`config.mk`:
```
export PLATFORM = sky130hd
export DESIGN_NAME = mem_wb_stage
export DESIGN_NICKNAME = d
export VERILOG_FILES = /design/src/rtl/mem_wb_stage.sv
export SDC_FILE = /design/constraint.sdc
export NUM_CORES = 1
export LEC_CHECK = 0
export CORE_AREA = 2 2 120 122
export CTS_CLUSTER_DIAMETER = 150
export DETAILED_ROUTE_END_ITERATION = 10
export DIE_AREA = 0 0 122 124
export SLEW_MARGIN = 30
export SYNTH_ARGS = -nofsm -noshare
export SYNTH_HDL_FRONTEND = slang
export SYNTH_SLANG_ARGS = --single-unit
```
`constraint.sdc`:
```
create_clock -name clk -period 1.7 [get_ports clk]
set_input_delay 0.17 -clock clk [delete_from_list [all_inputs] [get_ports clk]]
set_output_delay 0.17 -clock clk [all_outputs]
set_load 0.02 [all_outputs]
```
`src/rtl/mem_wb_stage.sv`:
```
// mem_wb_stage: MEM/WB pipeline register of the RV32I core.
// Extracts and extends load data, selects the write-back source and
// registers the result for the register-file write port and forwarding.
// Also counts retired instructions.
//
// Optional feature macro: MEM_WB_MISALIGN_CHECK_EN
//   defined   -> misaligned LH/LHU/LW captures set wb_misalign and
//                suppress wb_regWrite
//   undefined -> wb_misalign is tied to 0
//
// Ports:
//   clk, start        clock, synchronous active-high reset
//   stall, flush      hold stage / insert bubble (start > flush > stall)
//   in_valid ...      instruction fields from the memory stage
//   ALUOut            ALU result, also the load byte address
//   DM_read_data      aligned data-memory word
//   pc_plus4_in       link value
//   wb_*              registered write-back outputs
//   retired_count     instructions retired since reset (wraps)
//   wb_misalign       misaligned-load flag
module mem_wb_stage #(
   parameter int unsigned width      = 32,
   parameter int unsigned REG_ADDR_W = 5
) (
   input  logic                  clk,
   input  logic                  start,
   input  logic                  stall,
   input  logic                  flush,
   input  logic                  in_valid,
   input  logic                  regWrite_in,
   input  logic [1:0]            wbSel_in,
   input  logic [2:0]            funct3_in,
   input  logic [REG_ADDR_W-1:0] rd_in,
   input  logic [width-1:0]      ALUOut,
   input  logic [width-1:0]      DM_read_data,
   input  logic [width-1:0]      pc_plus4_in,
   output logic                  wb_valid,
   output logic                  wb_regWrite,
   output logic [REG_ADDR_W-1:0] wb_rd,
   output logic [width-1:0]      wb_data,
   output logic [31:0]           retired_count,
   output logic                  wb_misalign
);

   logic [7:0]       byte_sel_c;
   logic [15:0]      half_sel_c;
   logic [width-1:0] load_data_c;
   logic [width-1:0] wb_mux_c;
   logic             misalign_c;
   logic             unused_addr_bits;

   // Only the two low address bits matter for lane selection.
   assign unused_addr_bits = ^ALUOut[width-1:2];

   // Lane selection and sign/zero extension of the load word.
   always_comb begin
      byte_sel_c  = DM_read_data[7:0];
      half_sel_c  = DM_read_data[15:0];
      load_data_c = DM_read_data;
      case (ALUOut[1:0])
         2'b00:   byte_sel_c = DM_read_data[7:0];
         2'b01:   byte_sel_c = DM_read_data[15:8];
         2'b10:   byte_sel_c = DM_read_data[23:16];
         default: byte_sel_c = DM_read_data[31:24];
      endcase
      half_sel_c = ALUOut[1] ? DM_read_data[31:16] : DM_read_data[15:0];
      case (funct3_in)
         3'b000:  load_data_c = {{(width-8){byte_sel_c[7]}}, byte_sel_c};
         3'b001:  load_data_c = {{(width-16){half_sel_c[15]}}, half_sel_c};
         3'b100:  load_data_c = {{(width-8){1'b0}}, byte_sel_c};
         3'b101:  load_data_c = {{(width-16){1'b0}}, half_sel_c};
         default: load_data_c = DM_read_data;
      endcase
   end

   // Write-back source select; 11 aliases the ALU path.
   always_comb begin
      wb_mux_c = ALUOut;
      case (wbSel_in)
         2'b01:   wb_mux_c = load_data_c;
         2'b10:   wb_mux_c = pc_plus4_in;
         default: wb_mux_c = ALUOut;
      endcase
   end

   // Misaligned-load detection (feature-gated).
`ifdef MEM_WB_MISALIGN_CHECK_EN
   always_comb begin
      misalign_c = 1'b0;
      if (wbSel_in == 2'b01) begin
         if ((funct3_in == 3'b001 || funct3_in == 3'b101) && ALUOut[0])
            misalign_c = 1'b1;
         else if (funct3_in == 3'b010 && ALUOut[1:0] != 2'b00)
            misalign_c = 1'b1;
      end
   end
`else
   assign misalign_c = 1'b0;
`endif

   // Stage registers: start > flush > stall > capture.
   always_ff @(posedge clk) begin
      if (start) begin
         wb_valid      <= 1'b0;
         wb_regWrite   <= 1'b0;
         wb_rd         <= '0;
         wb_data       <= '0;
         retired_count <= 32'd0;
         wb_misalign   <= 1'b0;
      end else if (flush) begin
         wb_valid      <= 1'b0;
         wb_regWrite   <= 1'b0;
         wb_rd         <= '0;
         wb_data       <= '0;
         wb_misalign   <= 1'b0;
      end else if (!stall) begin
         wb_valid      <= in_valid;
         // x0 is never written; a misaligned load is dropped.
         wb_regWrite   <= in_valid & regWrite_in & (rd_in != '0) & ~misalign_c;
         wb_rd         <= rd_in;
         wb_data       <= wb_mux_c;
         wb_misalign   <= in_valid & misalign_c;
         if (in_valid)
            retired_count <= retired_count + 32'd1;
      end
   end

endmodule
```
==> impl_metrics.yaml <==
run_status:
  status: "complete, but fails checks"
  violations: "negative setup slack"
critical_path:
  cp_slowest_stage_delay_ns: 0.56
  crit_path_end_kind: "flip-flop"
  critPathMaxFanout: 8
  critPathLaunchType: "flip-flop"
  critPathKind: "reg2reg"
  cpMaxStageDelayCell: "or4_1"
  worstPathBufferInverterCount: 0
  arrival_ns: 2.03
  worstPathRequired_ns: 1.97
  r2r_setup_slack_ns: -0.06
  critPathTopFamily: "simple AND/OR/NAND/NOR gates"
  path_cells: "ha_4 -> and4bb_4 -> nand4_4 -> or4_1 -> a21oi_1"
cts:
  cts_made_buffers: 9
  cts_hold_buf: 0
  clockRootBuffer: "clkbuf_16"
  clk_latency_ns: 0.33
  clock_path_buffers: 2
  cts_tree: "done"
  cts.sinks: 71
  cts.reportedPaths.clkPinSlew_ns: 0.06
  htreeDepth: 3
timing:
  holdWs_ns: 0.275
  fin_setup_tns_ns: -0.181
  finClkSkew_ns: 0.00532
  fin_crit_sh_pct: 103
  final.setup.worst_slack_ns: -0.0569
  slew_viol_final: 0
  min_period_ns: 1.76
  fmax_mhz: 569
  rsz0062_at_grt: "true"
  finalHoldViolCount: 0
  setup_viol: 5
synth:
  async_flop_share_pct: 0
  yosysUniqueCellTypes: 48
  syn_avg_cell_area_um2: 8.59
  netlist_area_um2: 4070
  synthFlopType: "dfxtp_1"
  ys_warn_count: 0
  postSynthCellCount: 474
  seq_area_frac_synth_pct: 34.9
  synth_edf_count: 0
  synth-seq-cells: 71
  syn-num-nets: 589
placed_design:
  portBuffers: 182
  dp_slack_ns: -0.539
  hpwl_mm: 12.5
  placement.cell_area_um2: 6590
  place_inst: 880
  gp_congestion: 0.880
route:
  postRouteAntennaNets: 0
  drc: 0
  drt_iter0_drc: 286
  routedWlPerCell_um: 18.5
  first_pass_iters: 4
  vias_per_cell: 5.25
  wl_mm: 16.9
  vias: 4786
layout:
  fin_nets: 841
  layout_commonest_cell: "clkdlybuf4s50_1"
  fin_cells: 911
  fin_area_um2: 7270
  antenna_cells: 0
  layout_common_cells: "clkdlybuf4s50_1, buf_4, dfxtp_1"
  drive_above_1_share_pct: 21.9
  area_delta_synth_final_pct: 78.4
  finish.utilization_pct: 53.0
grt:
  grt_max_degree: 31
  grt_pass1_wl_mm: 24.8
  grt_overflow: 0
  grt_pass1_vias: 4761
  grt_use_total_pct: 21.4
  antenna_found_initial: 1
hold_path:
  hp-class: "in2reg"
floorplanning:
  dieArea_um2: 15100
  rows: 43
  initial_core_util_pct: 29.7
  ios: 184
  core_um2: 13700
  fp.dieH_um: 124
  die_w_um: 122
power:
  design_power_total_mw: 5.01
  leakage_nw: 2.79
  ir_drop_uv: 498
  p_per_area_nw_per_um2: 690
job:
  maxCapViolCount: 0
[cells in the mapped netlist, drive strengths merged, types with 2 or more instances]
master | number | share of area [%]
a211oi | 18 | 3.3
and3 | 4 | 0.61
inv | 10 | 0.92
nor4 | 2 | 0.31
o31ai | 13 | 2.4
nor2b | 25 | 3.8
nor3 | 11 | 1.4
nand3 | 8 | 0.98
nand2 | 14 | 1.3
a22o | 2 | 0.43
a2bb2oi | 7 | 1.5
xor2 | 5 | 1.1
or2 | 3 | 0.46
or3 | 8 | 1.2
o21ai | 24 | 3.0
o221ai | 29 | 6.7
or3b | 2 | 0.43
nor2 | 37 | 3.4
or4 | 6 | 1.1
dfxtp | 71 | 35
nand4 | 11 | 2.4
mux2i | 25 | 6.1
xnor2 | 3 | 0.65
buf | 11 | 2.0
clkinv | 2 | 0.18
clkbuf | 25 | 2.3
a21oi | 54 | 6.6
and4 | 5 | 1.1
nor3b | 17 | 3.4
mux2 | 11 | 3.0
ha | 3 | 0.92
[what timing repair did]
item / CTS / global route
endpoints found under the setup margin: 27 / 46
gates resized for setup: 10 / 33
pin swaps: 5 / 16
setup buffers: 5 / 6
gates cloned: 2 / 2
[worst reg2reg max path, delay by kind of cell (launching register included)]
family                     cells  cell delay, ns
and+or+nand+nor                3            1.07
DFF                            1            0.36
adders and majority gates      1            0.14
AOI/OAI and AO/OA              1            0.13
[report_power, final]
| part | leakage [nW] | internal [mW] | switching [mW] | total [mW] |
|---|---|---|---|---|
| Combinational | 2.04 | 0.591 | 0.466 | 1.06 |
| Sequential | 0.580 | 1.71 | 0.0278 | 1.74 |
| Clock | 0.168 | 1.47 | 0.749 | 2.22 |
[state kept, by name, summed over array words and instances (netlist names)]
signal and count:
retired_count 32, wb_regWrite 1, wb_valid 1, wb_rd 5, wb_data 32
[cell families after synthesis]
family / Yosys count / synth area share [%]
AO/OA/AOI/OAI: 150 / 24.6
XOR/XNOR: 8 / 1.72
adder cells (fa/ha/maj): 3 / 0.922
buffers and inverters: 48 / 5.38
flip-flops: 71 / 34.9
multiplexers: 37 / 9.74
other: 1 / 0.0921
AND/OR/NAND/NOR: 156 / 22.6
[routing by layer]
layer	global-route usage, %	part of all wire (%)	up-vias
met5	0	0.071	-
li1	-	-	2297
met2	36.2	49	201
met4	6.39	2.1	2
met3	7.23	8.7	27
met1	25.7	40	2259
[final cells by class]
| cell class | count | area [um^2] |
|---|---|---|
| Fill cell | 1252 | 6450 |
| Timing Repair Buffer | 275 | 2650 |
| Multi-Input combinational cell | 357 | 2570 |
| Sequential cell | 71 | 1430 |
| Clock buffer | 10 | 239 |
| Tap cell | 180 | 225 |
| Clock inverter | 6 | 108 |
| Inverter | 12 | 45.0 |
[final timing paths]
kind                    start           endpoint  cells after the start
max reg2reg  retired_count[1]  retired_count[18]                      5
min                  in_valid           wb_valid                      4
max          retired_count[1]  retired_count[18]                      5
min reg2reg       wb_regWrite        wb_regWrite                      2
Power figures use the tool's default switching activity.
